$ cat src/rtl/rc_pulse_decoder_pkg.sv
// Shared types, default timing constants and arithmetic helpers for the RC pulse decoder.
package rc_pulse_decoder_pkg;

    typedef enum logic [1:0] {
        ST_IDLE    = 2'd0,
        ST_MEASURE = 2'd1,
        ST_DIVIDE  = 2'd2
    } state_t;

    localparam int unsigned DEF_US_DIV        = 50;
    localparam int unsigned DEF_MIN_US        = 1000;
    localparam int unsigned DEF_MAX_US        = 2000;
    localparam int unsigned DEF_GLITCH_US     = 500;
    localparam int unsigned DEF_ABORT_US      = 2500;
    localparam int unsigned DEF_TIMEOUT_US    = 50000;
    localparam int unsigned DEF_FAILSAFE_DUTY = 128;
    localparam int unsigned DIV_STEPS         = 24;

    function automatic logic [15:0] clamp_width(input logic [15:0] w,
                                                input logic [15:0] lo,
                                                input logic [15:0] hi);
        if (w < lo) begin
            return lo;
        end else if (w > hi) begin
            return hi;
        end else begin
            return w;
        end
    endfunction

    function automatic logic [23:0] scale_num(input logic [15:0] w, input logic [15:0] lo);
        return 24'(w - lo) * 24'd255;
    endfunction

endpackage

$ cat src/rtl/rc_pulse_decoder_divider.sv
// 24-step restoring divider: 24b dividend / 16b divisor, start accepted only while idle.
module serial_divider
    import rc_pulse_decoder_pkg::*;
(
    input  logic        clk,
    input  logic        rst,
    input  logic        start,
    input  logic [23:0] dividend,
    input  logic [15:0] divisor,
    output logic        busy,
    output logic        done,
    output logic [23:0] quotient,
    output logic [15:0] remainder
);

    logic        busy_r;
    logic        done_r;
    logic [4:0]  step_r;
    logic [23:0] quo_r;
    logic [15:0] rem_r;
    logic [15:0] dsr_r;
    logic [16:0] trial_s;
    logic        ge_s;
    logic [15:0] next_rem_s;

    // One restoring step: shift in the next dividend bit and subtract if it fits.
    always_comb begin
        trial_s = {rem_r, quo_r[23]};
        ge_s    = (trial_s >= {1'b0, dsr_r});
        if (ge_s) begin
            next_rem_s = 16'(trial_s - {1'b0, dsr_r});
        end else begin
            next_rem_s = trial_s[15:0];
        end
    end

    // Load operands on start, then iterate DIV_STEPS times and pulse done.
    always_ff @(posedge clk or posedge rst) begin
        if (rst) begin
            busy_r <= 1'b0;
            done_r <= 1'b0;
            step_r <= 5'd0;
            quo_r  <= 24'd0;
            rem_r  <= 16'd0;
            dsr_r  <= 16'd0;
        end else begin
            done_r <= 1'b0;
            if (!busy_r) begin
                if (start) begin
                    busy_r <= 1'b1;
                    step_r <= 5'd0;
                    quo_r  <= dividend;
                    rem_r  <= 16'd0;
                    dsr_r  <= divisor;
                end
            end else begin
                rem_r <= next_rem_s;
                quo_r <= {quo_r[22:0], ge_s};
                if (step_r == 5'(DIV_STEPS - 1)) begin
                    busy_r <= 1'b0;
                    done_r <= 1'b1;
                end else begin
                    step_r <= step_r + 5'd1;
                end
            end
        end
    end

    assign busy      = busy_r;
    assign done      = done_r;
    assign quotient  = quo_r;
    assign remainder = rem_r;

endmodule

$ cat src/rtl/rc_pulse_decoder.sv
// Measures one RC servo pulse, maps MIN_US..MAX_US to duty 0..255, holds it between
// frames and falls back to FAILSAFE_DUTY when valid pulses stop arriving.
module rc_pulse_decoder
    import rc_pulse_decoder_pkg::*;
#(
    parameter int unsigned US_DIV        = DEF_US_DIV,
    parameter int unsigned MIN_US        = DEF_MIN_US,
    parameter int unsigned MAX_US        = DEF_MAX_US,
    parameter int unsigned GLITCH_US     = DEF_GLITCH_US,
    parameter int unsigned ABORT_US      = DEF_ABORT_US,
    parameter int unsigned TIMEOUT_US    = DEF_TIMEOUT_US,
    parameter int unsigned FAILSAFE_DUTY = DEF_FAILSAFE_DUTY
) (
    input  logic       clk_in,
    input  logic       reset_in,
    input  logic       rc_pulse_in,
    output logic [7:0] duty_cycle_out,
    output logic       duty_valid_out,
    output logic       failsafe_out
);

    state_t      state_r;
    logic        sync1_r, sync2_r, prev_r;
    logic [15:0] presc_r;
    logic [15:0] width_cnt_r;
    logic [16:0] to_cnt_r;
    logic [7:0]  duty_r;
    logic        valid_r;
    logic        failsafe_r;

    logic        rise_s, fall_s, tick_s;
    logic        div_start_s, div_busy_s, div_done_s, div_fault_s;
    logic [23:0] div_num_s, div_quo_s;
    logic [15:0] div_den_s, div_rem_s, width_clamped_s;

    assign rise_s          = sync2_r & ~prev_r;
    assign fall_s          = ~sync2_r & prev_r;
    assign tick_s          = (presc_r == 16'(US_DIV - 1));
    assign width_clamped_s = clamp_width(width_cnt_r, 16'(MIN_US), 16'(MAX_US));
    assign div_num_s       = scale_num(width_clamped_s, 16'(MIN_US));
    assign div_den_s       = 16'(MAX_US - MIN_US);
    // A result that cannot come from a healthy divider is dropped rather than displayed.
    assign div_fault_s     = (|div_quo_s[23:8]) || (div_rem_s >= div_den_s);

    // Input synchronizer and edge history; all held high in reset so a stuck-high line is no edge.
    always_ff @(posedge clk_in or posedge reset_in) begin
        if (reset_in) begin
            sync1_r <= 1'b1;
            sync2_r <= 1'b1;
            prev_r  <= 1'b1;
        end else begin
            sync1_r <= rc_pulse_in;
            sync2_r <= sync1_r;
            prev_r  <= sync2_r;
        end
    end

    // Free-running microsecond prescaler.
    always_ff @(posedge clk_in or posedge reset_in) begin
        if (reset_in) begin
            presc_r <= 16'd0;
        end else if (tick_s) begin
            presc_r <= 16'd0;
        end else begin
            presc_r <= presc_r + 16'd1;
        end
    end

    // Divider start request: accepted falling edge inside the glitch/abort window.
    always_comb begin
        div_start_s = 1'b0;
        if ((state_r == ST_MEASURE) && fall_s && !div_busy_s &&
            (width_cnt_r >= 16'(GLITCH_US)) && (width_cnt_r < 16'(ABORT_US))) begin
            div_start_s = 1'b1;
        end else begin
            div_start_s = 1'b0;
        end
    end

    serial_divider u_div (
        .clk       (clk_in),
        .rst       (reset_in),
        .start     (div_start_s),
        .dividend  (div_num_s),
        .divisor   (div_den_s),
        .busy      (div_busy_s),
        .done      (div_done_s),
        .quotient  (div_quo_s),
        .remainder (div_rem_s)
    );

    // Measurement FSM, timeout counter and registered outputs.
    always_ff @(posedge clk_in or posedge reset_in) begin
        if (reset_in) begin
            state_r     <= ST_IDLE;
            width_cnt_r <= 16'd0;
            to_cnt_r    <= 17'd0;
            duty_r      <= 8'(FAILSAFE_DUTY);
            valid_r     <= 1'b0;
            failsafe_r  <= 1'b1;
        end else begin
            valid_r <= 1'b0;
            case (state_r)
                ST_IDLE: begin
                    if (rise_s) begin
                        width_cnt_r <= 16'd0;
                        state_r     <= ST_MEASURE;
                    end
                end
                ST_MEASURE: begin
                    if (width_cnt_r >= 16'(ABORT_US)) begin
                        state_r <= ST_IDLE;
                    end else if (fall_s) begin
                        state_r <= div_start_s ? ST_DIVIDE : ST_IDLE;
                    end else if (tick_s && sync2_r) begin
                        width_cnt_r <= width_cnt_r + 16'd1;
                    end
                end
                ST_DIVIDE: begin
                    if (div_done_s) begin
                        state_r <= ST_IDLE;
                    end
                end
                default: state_r <= ST_IDLE;
            endcase

            // A completed update outranks a timeout landing on the same cycle.
            if ((state_r == ST_DIVIDE) && div_done_s && !div_fault_s) begin
                duty_r     <= div_quo_s[7:0];
                valid_r    <= 1'b1;
                failsafe_r <= 1'b0;
                to_cnt_r   <= 17'd0;
            end else if (tick_s && (to_cnt_r < 17'(TIMEOUT_US))) begin
                to_cnt_r <= to_cnt_r + 17'd1;
                if (to_cnt_r == 17'(TIMEOUT_US - 1)) begin
                    duty_r     <= 8'(FAILSAFE_DUTY);
                    failsafe_r <= 1'b1;
                end
            end
        end
    end

    assign duty_cycle_out = duty_r;
    assign duty_valid_out = valid_r;
    assign failsafe_out   = failsafe_r;

endmodule

$ cat config.mk
export PLATFORM = sky130hd
export DESIGN_NAME = rc_pulse_decoder
export DESIGN_NICKNAME = d
export VERILOG_FILES = /design/src/rtl/rc_pulse_decoder_pkg.sv /design/src/rtl/rc_pulse_decoder_divider.sv /design/src/rtl/rc_pulse_decoder.sv
export SDC_FILE = /design/constraint.sdc
export NUM_CORES = 1
export LEC_CHECK = 0
export ABC_AREA = 0
export BUFFER_PORTS_ARGS = -buffer_cell sky130_fd_sc_hd__buf_4
export CAP_MARGIN = 20
export CORE_ASPECT_RATIO = 1.1
export CORE_MARGIN = 3
export CORE_UTILIZATION = 50
export DETAILED_ROUTE_END_ITERATION = 10
export PLACE_DENSITY = 0.76
export SLEW_MARGIN = 20
export SYNTH_ARGS = -nofsm -noshare
export SYNTH_HDL_FRONTEND = slang
export SYNTH_HIERARCHICAL = 1
export SYNTH_SLANG_ARGS = --single-unit
$ cat constraint.sdc
create_clock -name clk_in -period 8 [get_ports clk_in]
set_clock_uncertainty 0.2 [all_clocks]
set_input_delay 1.2 -clock clk_in [delete_from_list [all_inputs] [get_ports clk_in]]
set_output_delay 1.2 -clock clk_in [all_outputs]
set_load 0.02 [all_outputs]
==> results by group, run 1 <==
STA
  – Worst Tran Pin Value: 892.8 ps
  – Slew HR: 0.4042
  – Worst setup margin: 1571 ps
  – RSZ-0062 raised after global routing: no
  – Fmax: 155.5 MHz
  – Max-slew violation count: 0
  – Final count of hold timing violations: 0
  – Fin Hold WS: 156.6 ps
  – TNS Setup: 0 ps
  – Final setup vio count: 0
  – Min cycle time layout: 6429 ps
  – Period utilisation layout: 0.8036

GRT
  – First-pass GRT wire length: 36050 um
  – Total GRT Usage: 0.1946
  – Met2 Usage GRT: 0.3306
  – Pin count of the biggest net entering global routing: 68
  – Met3 Use GR: 0.03667
  – GRT Residual Overflow: 0
  – Met1 Track Usage GR: 0.2560
  – Vias in the first global route: 7771
  – Global routing's busiest layer: met2
  – Antenna violations before repair: 0

Die
  – Initial Util: 0.5133
  – Num ports: 13
  – Die Footprint: 22360 um^2
  – Width of the die: 142.8 um
  – FP Rows: 54
  – Core box area: 20070 um^2
  – Chip height: 156.5 um

Final layout
  – Ratio of cells with drive above 1 in the final layout: 0.07317
  – Layout net count: 1307
  – Commonest non-fill, non-tap cell in the layout: inv_1
  – Layout Cells excl Fill: 1441
  – Most frequent cells in the layout: inv_1 (170), dfrtp_1 (121), nand2_1 (102), o21ai_0 (68), fa_1 (66)
  – Antenna cells: 0
  – Area growth, synth to finish: 9.755%
  – Filler cells: 1753

Route
  – Final ANT Viol Nets: 0
  – Via count: 7819
  – Vias per inst: 5.426
  – DRC viols: 0
  – DRT Pass-1 Iters: 5
  – WL final: 20440 um
  – Starting DRT DRC Count: 523
  – Mean routed wirelength per cell: 14.18 um

Clock network
  – CTS-repair resized insts: 0
  – Reg clk slew, reported paths: 60 ps
  – Post CTS Setup Buffer Count: 0
  – Number of buffers created by CTS: 17
  – Clock Sink Count: 127
  – Clock root buffer: clkbuf_16
  – Hold buffers post-CTS: 0
  – H-tree level count: 4
  – CTS tree: done
  – CTS Buffer Depth: 2
  – Worst skew pair latency: 430 ps

Worst hold path
  – Hold Path Origin: sync1_r
  – Hold endpoint: sync2_r
  – Worst Hold Class: reg -> reg
  – Hold Path Stages: 0

Synthesis
  – Synthesized instance count: 1136
  – Number of synthesized flops with an enable pin: 0
  – Seq cells post-synth: 127
  – Primary FF master, synth: dfrtp_1
  – Share of the yosys chip area belonging to registers: 0.3092
  – Synth warn: 6
  – Post-Syn Area per Cell: 9.067 um^2
  – Synthesized area: 10300 um^2
  – Cell variety after synth: 76
  – Ys async rst share: 1.000

Placement
  – Placed cell count: 1409
  – DPL Wire Length: 15230 um
  – Port Buffers: 12
  – Pre-CTS setup slack: 1645 ps
  – GPL Wtd Cong: 0.8855

Critical path
  – R2R depth: 20
  – Critical Path Fanout Max: 11
  – FF-to-FF Start: width_cnt_r[15]
  – Worst r2r dst: u_div/quotient[17]
  – WP data arrival: 6570 ps
  – WP data required: 8140 ps
  – Crit path capture type: flip-flop
  – Setup CP Type: reg -> reg
  – Setup crit start kind: flip-flop
  – Flop2flop setup slack: 1570 ps
  – Setup crit start: width_cnt_r[15]

Power and ir drop
  – Leak Pwr: 0.005613 uW
  – Peak VDD IR: 0.0001447 V
  – Power Density: 163.1 nW/um^2

Flow run
  – Max-cap violations: 0

Run status
  – Status: finished, final reports clean
[critical path, stage by stage (launching register included)]
cell	delay, ps
dfrtp_1	380
or4_4	560
nor3_1	350
o21a_1	380
nor2_1	170
and3_1	200
ha_1	360
xor2_1	290
fa_1	490
fa_1	550
inv_1	60
fa_1	530
inv_1	40
ha_1	330
o21ai_0	130
a2111oi_0	440
a21oi_1	230
o21ai_0	240
xor2_1	170
mux2i_1	80
o21ai_0	150
[cell families after synthesis]
| logic type | share of synthesized area |
|---|---|
| multiplexers | 0.02648 |
| AND/OR/NAND/NOR | 0.1591 |
| XOR/XNOR | 0.06208 |
| other | 0.0007291 |
| flip-flops | 0.3092 |
| AO/OA/AOI/OAI | 0.1531 |
| buffers and inverters | 0.08576 |
| adder cells (fa/ha/maj) | 0.2036 |
[synth_stat cells, types with 9 or more instances]
cell | n | share of area
nor2_1 | 64 | 0.023
inv_1 | 172 | 0.063
nand2b_1 | 9 | 0.0055
nand3_1 | 29 | 0.014
o21ai_0 | 68 | 0.033
a21o_1 | 16 | 0.012
clkbuf_1 | 38 | 0.014
ha_1 | 62 | 0.075
o21a_1 | 12 | 0.0087
xor2_1 | 28 | 0.024
nor3_1 | 15 | 0.0073
o211ai_1 | 9 | 0.0066
a21oi_1 | 45 | 0.022
nand2_1 | 102 | 0.037
fa_1 | 66 | 0.13
xnor2_1 | 45 | 0.038
nand4_1 | 12 | 0.0073
mux2i_1 | 25 | 0.024
nor4_1 | 15 | 0.0091
and3_1 | 22 | 0.013
dfrtp_1 | 122 | 0.30
[cell type report]
| cell class | instances | area (um^2) | share of cell area |
|---|---|---|---|
| tap | 252 | 315.3 | 0.02789 |
| clock inverter | 15 | 150.1 | 0.01328 |
| inverter | 172 | 645.6 | 0.05711 |
| multi-input combinational | 840 | 6447 | 0.5703 |
| clock buffer | 17 | 425.4 | 0.03763 |
| timing repair buffer | 18 | 135.1 | 0.01195 |
| sequential | 127 | 3186 | 0.2818 |
[stage by stage]
step                      utilization  power [uW]  instance area, um^2
after floorplan                     -        1015                10500
after global placement         0.5344        1045                10720
after detailed placement       0.5344        1051                10720
after CTS                      0.5631        1818                11300
after global routing           0.5634        1952                11300
final                          0.5634        1843                11300
[routing by layer]
layer | share of wire | routed length [um]
met2 | 0.49 | 10020
met4 | 0.016 | 324
met5 | 0 | 0
met3 | 0.033 | 677
met1 | 0.46 | 9415
[where the power goes]
group          switching (uW)  total [uW]  internal, uW
clock                     324         761           436
sequential               10.4         659           649
combinational             242         423           181
total                     577        1840          1270
[registers in the layout, summed over array words and instances, names as in the netlist]
signal and cells:
duty_cycle_out 8, duty_valid_out 1, failsafe_out 1, presc_r 16
prev_r 1, state_r 2, sync1_r 1, sync2_r 1
to_cnt_r 17, u_div/busy 1, u_div/done 1, u_div/dsr_r 16
u_div/quotient 24, u_div/remainder 16, u_div/step_r 5, width_cnt_r 16
[worst max path at each step]
stage | slack [ps] | to | cells after the start
floorplan | 2030 | u_div/quotient[16] | 22
CTS | 1590 | u_div/quotient[17] | 20
global placement | 1750 | u_div/quotient[17] | 20
global route | 890 | u_div/quotient[17] | 20
detailed placement | 1640 | u_div/quotient[17] | 20
finish | 1570 | u_div/quotient[17] | 20
No activity file was read; power rests on OpenSTA's default activity.
==> inputs of run 2 (changes only) <==
Settings changed: PLACE_DENSITY 0.76 to 0.78.
Clock period 8 ns to 5.2 ns, I/O delays scaled along.
==> run 2 against run 1 <==
Against the previous run: the run now ends with negative setup slack left; sequential share of layout area shrank 2.9 points; highest routed layer unchanged; first-iteration DRC count is 9.0% lower; global-route usage increased by 2.1 points; die area unchanged; critical path depth grew 2; design area up 11%; wire length up 17%; worst hold slack gained 2.4 ps; clock-buffer cell count unchanged; clock power increased by 52%; via count grew 8.0%.
==> results by group, run 2 (synthesis results as in run 1) <==
Run status
  – Status: finished, violations left (was finished, final reports clean)
  – Failing checks: negative setup slack

Placement
  – Port Buffers: 12 (unchanged)
  – Post-place instance area: 11520 um^2 (was 10720 um^2)
  – GPL Wtd Cong: 0.8642 (was 0.8855)
  – DPL Wire Length: 16560 um (was 15230 um)
  – Placed cell count: 1491 (was 1409)
  – Pre-CTS setup slack: -542.1 ps (was 1645 ps)

Critical path
  – Crit-path cells: or4_4, nand2b_4, a21o_4, nor4_4, xor2_1, nor2_2, ha_1, a21o_1, fa_1, fa_1, inv_1, fa_1, inv_2, ha_4, a21o_1, a211oi_2, nand3_2, a31o_2, a21oi_2, xnor2_1, mux2i_1, o21ai_1 (was or4_4, nor3_1, o21a_1, nor2_1, and3_1, ha_1, xor2_1, fa_1, fa_1, inv_1, fa_1, inv_1, ha_1, o21ai_0, a2111oi_0, a21oi_1, o21ai_0, xor2_1, mux2i_1, o21ai_0)
  – Critical Path Most Common Cell: fa_1
  – Critical Path Fanout Max: 6 (was 11)
  – Crit path max-delay family: adder cells (unchanged)
  – Slowest-stage cell, CP: or4_4 (unchanged)
  – Max incr delay on CP: 600 ps (was 560 ps)
  – CP Buf/Inv Count: 2 (unchanged)
  – Crit path capture type: flip-flop (unchanged)
  – Setup CP Type: reg -> reg (unchanged)
  – WP data arrival: 6000 ps (was 6570 ps)
  – WP data required: 5340 ps (was 8140 ps)
  – Setup crit start kind: flip-flop (unchanged)

STA
  – Max-slew violation count: 0 (unchanged)
  – Worst Tran Pin Value: 912.8 ps (was 892.8 ps)
  – Period utilisation layout: 1.128 (was 0.8036)
  – Min cycle time layout: 5864 ps (was 6429 ps)
  – Final count of hold timing violations: 0 (unchanged)
  – RSZ-0062 raised after global routing: yes (was no)
  – Fmax: 170.5 MHz (was 155.5 MHz)
  – Final setup vio count: 12 (was 0)
  – Worst setup margin: -664.2 ps (was 1571 ps)
  – Slew HR: 0.3858 (was 0.4042)

Power and ir drop
  – Peak VDD IR: 0.0002351 V (was 0.0001447 V)
  – Switching share of power: 0.3099 (was 0.3130)
  – Final Power: 2941 uW (was 1843 uW)
  – Power Density: 233.7 nW/um^2 (was 163.1 nW/um^2)
  – NetSw: 911.5 uW (was 577.0 uW)
  – Clk pwr share: 0.396 (was 0.413)
  – Leak Pwr: 0.006105 uW (was 0.005613 uW)
  – Combinational Power Share: 0.262 (was 0.230)
  – Share of total power in sequential cells: 0.342 (was 0.358)
  – P_int: 2029 uW (was 1266 uW)

Clock network
  – CTS tree: done (unchanged)
  – H-tree level count: 4 (unchanged)
  – Reg clk slew, reported paths: 60 ps (about the same)
  – Clock Sink Count: 127 (unchanged)
  – Clock root buffer: clkbuf_16 (unchanged)
  – Number of buffers created by CTS: 17 (unchanged)
  – Hold buffers post-CTS: 0 (unchanged)
  – Worst skew pair latency: 420 ps (was 430 ps)
  – CTS Buffer Depth: 2 (unchanged)

Final layout
  – Antenna cells: 0 (unchanged)
  – Most frequent cells in the layout: inv_1 (153), dfrtp_1 (121), buf_4 (118), nand2_1 (98), fa_1 (65) (was inv_1 (170), dfrtp_1 (121), nand2_1 (102), o21ai_0 (68), fa_1 (66))
  – Post-route cell area: 12590 um^2 (was 11300 um^2)
  – Layout Cells excl Fill: 1542 (was 1441)
  – Ratio of cells with drive above 1 in the final layout: 0.2132 (was 0.07317)
  – Area growth, synth to finish: 22.19% (was 9.755%)
  – Layout net count: 1408 (was 1307)
  – Final core utilization: 0.6272 (was 0.5634)
  – Largest register FFs: 24 (unchanged)
  – Commonest non-fill, non-tap cell in the layout: inv_1 (unchanged)

Die
  – Chip height: 156.5 um (unchanged)
  – Num ports: 13 (unchanged)
  – Die Footprint: 22360 um^2 (unchanged)
  – Core box area: 20070 um^2 (unchanged)
  – Width of the die: 142.8 um (unchanged)
  – FP Rows: 54 (unchanged)
  – Initial Util: 0.5133 (unchanged)

GRT
  – GRT Residual Overflow: 0 (unchanged)
  – First-pass GRT wire length: 39880 um (was 36050 um)
  – Total GRT Usage: 0.2159 (was 0.1946)
  – Antenna violations before repair: 0 (unchanged)
  – Vias in the first global route: 8634 (was 7771)
  – Pin count of the biggest net entering global routing: 68 (unchanged)

Route
  – WL final: 23880 um (was 20440 um)
  – DRC viols: 0 (unchanged)
  – Final ANT Viol Nets: 0 (unchanged)
  – Vias per inst: 5.475 (was 5.426)
  – Via count: 8443 (was 7819)
  – Starting DRT DRC Count: 476 (was 523)
  – DRT Pass-1 Iters: 5 (unchanged)
  – Mean routed wirelength per cell: 15.49 um (was 14.18 um)

Worst hold path
  – Worst Hold Class: reg -> reg (unchanged)

Flow run
  – Max-cap violations: 0 (unchanged)
## run 2: final cells by class
type | instances | area (um^2)
fill | 1552 | 7481
multi-input combinational | 840 | 6962
sequential | 127 | 3186
timing repair buffer | 119 | 897.1
inverter | 172 | 648.1
clock buffer | 17 | 425.4
tap | 252 | 315.3
clock inverter | 15 | 152.6
## run 2: timing repair
item | 4_1_cts | 5_1_grt
setup endpoints to repair | 12 | 14
setup buffers | 6 | 13
endpoints found under the hold margin | 0 | 0
gates cloned | 0 | 0
gates resized for setup | 41 | 38
pin swaps | 18 | 26
## run 2: power by group through the flow
stage          combinational (uW)  sequential [uW]  clock (uW)
6_report                      770             1010        1160
5_1_grt                       874             1010        1230
4_1_cts                       699             1010        1180
3_5_place_dp                  666             1020           0
3_3_place_gp                  659             1020           0
2_1_floorplan                 549             1020           0
## run 2: final timing paths
check	startpoint	end	slack, ps	cells after the start
min in group asynchronous	reset_in	u_div/dsr_r[9]	190	2
min	sync1_r	sync2_r	160	0
max	width_cnt_r[15]	u_div/quotient[16]	-660	22
max reg2reg	width_cnt_r[15]	u_div/quotient[16]	-660	22
max in group asynchronous	reset_in	u_div/busy	3690	3
min reg2reg	sync1_r	sync2_r	160	0
## run 2: per-stage QoR
stage | TNS [ps] | hold slack, ps
2_1_floorplan | -1387 | 145.2
3_3_place_gp | -3081 | 150.6
3_5_place_dp | -3821 | 148.1
6_report | -5165 | 159.0
5_1_grt | -7210 | 164.0
4_1_cts | -2964 | 159.9
## run 2: routing by layer
layer,routed length (um),GRT usage,up-vias,share of wire
met2,12540,0.3809,198,0.52
li1,-,-,4066,-
met4,422,0.07062,0,0.018
met3,884,0.04034,48,0.037
met1,10040,0.2663,4131,0.42
met5,0,0,-,0
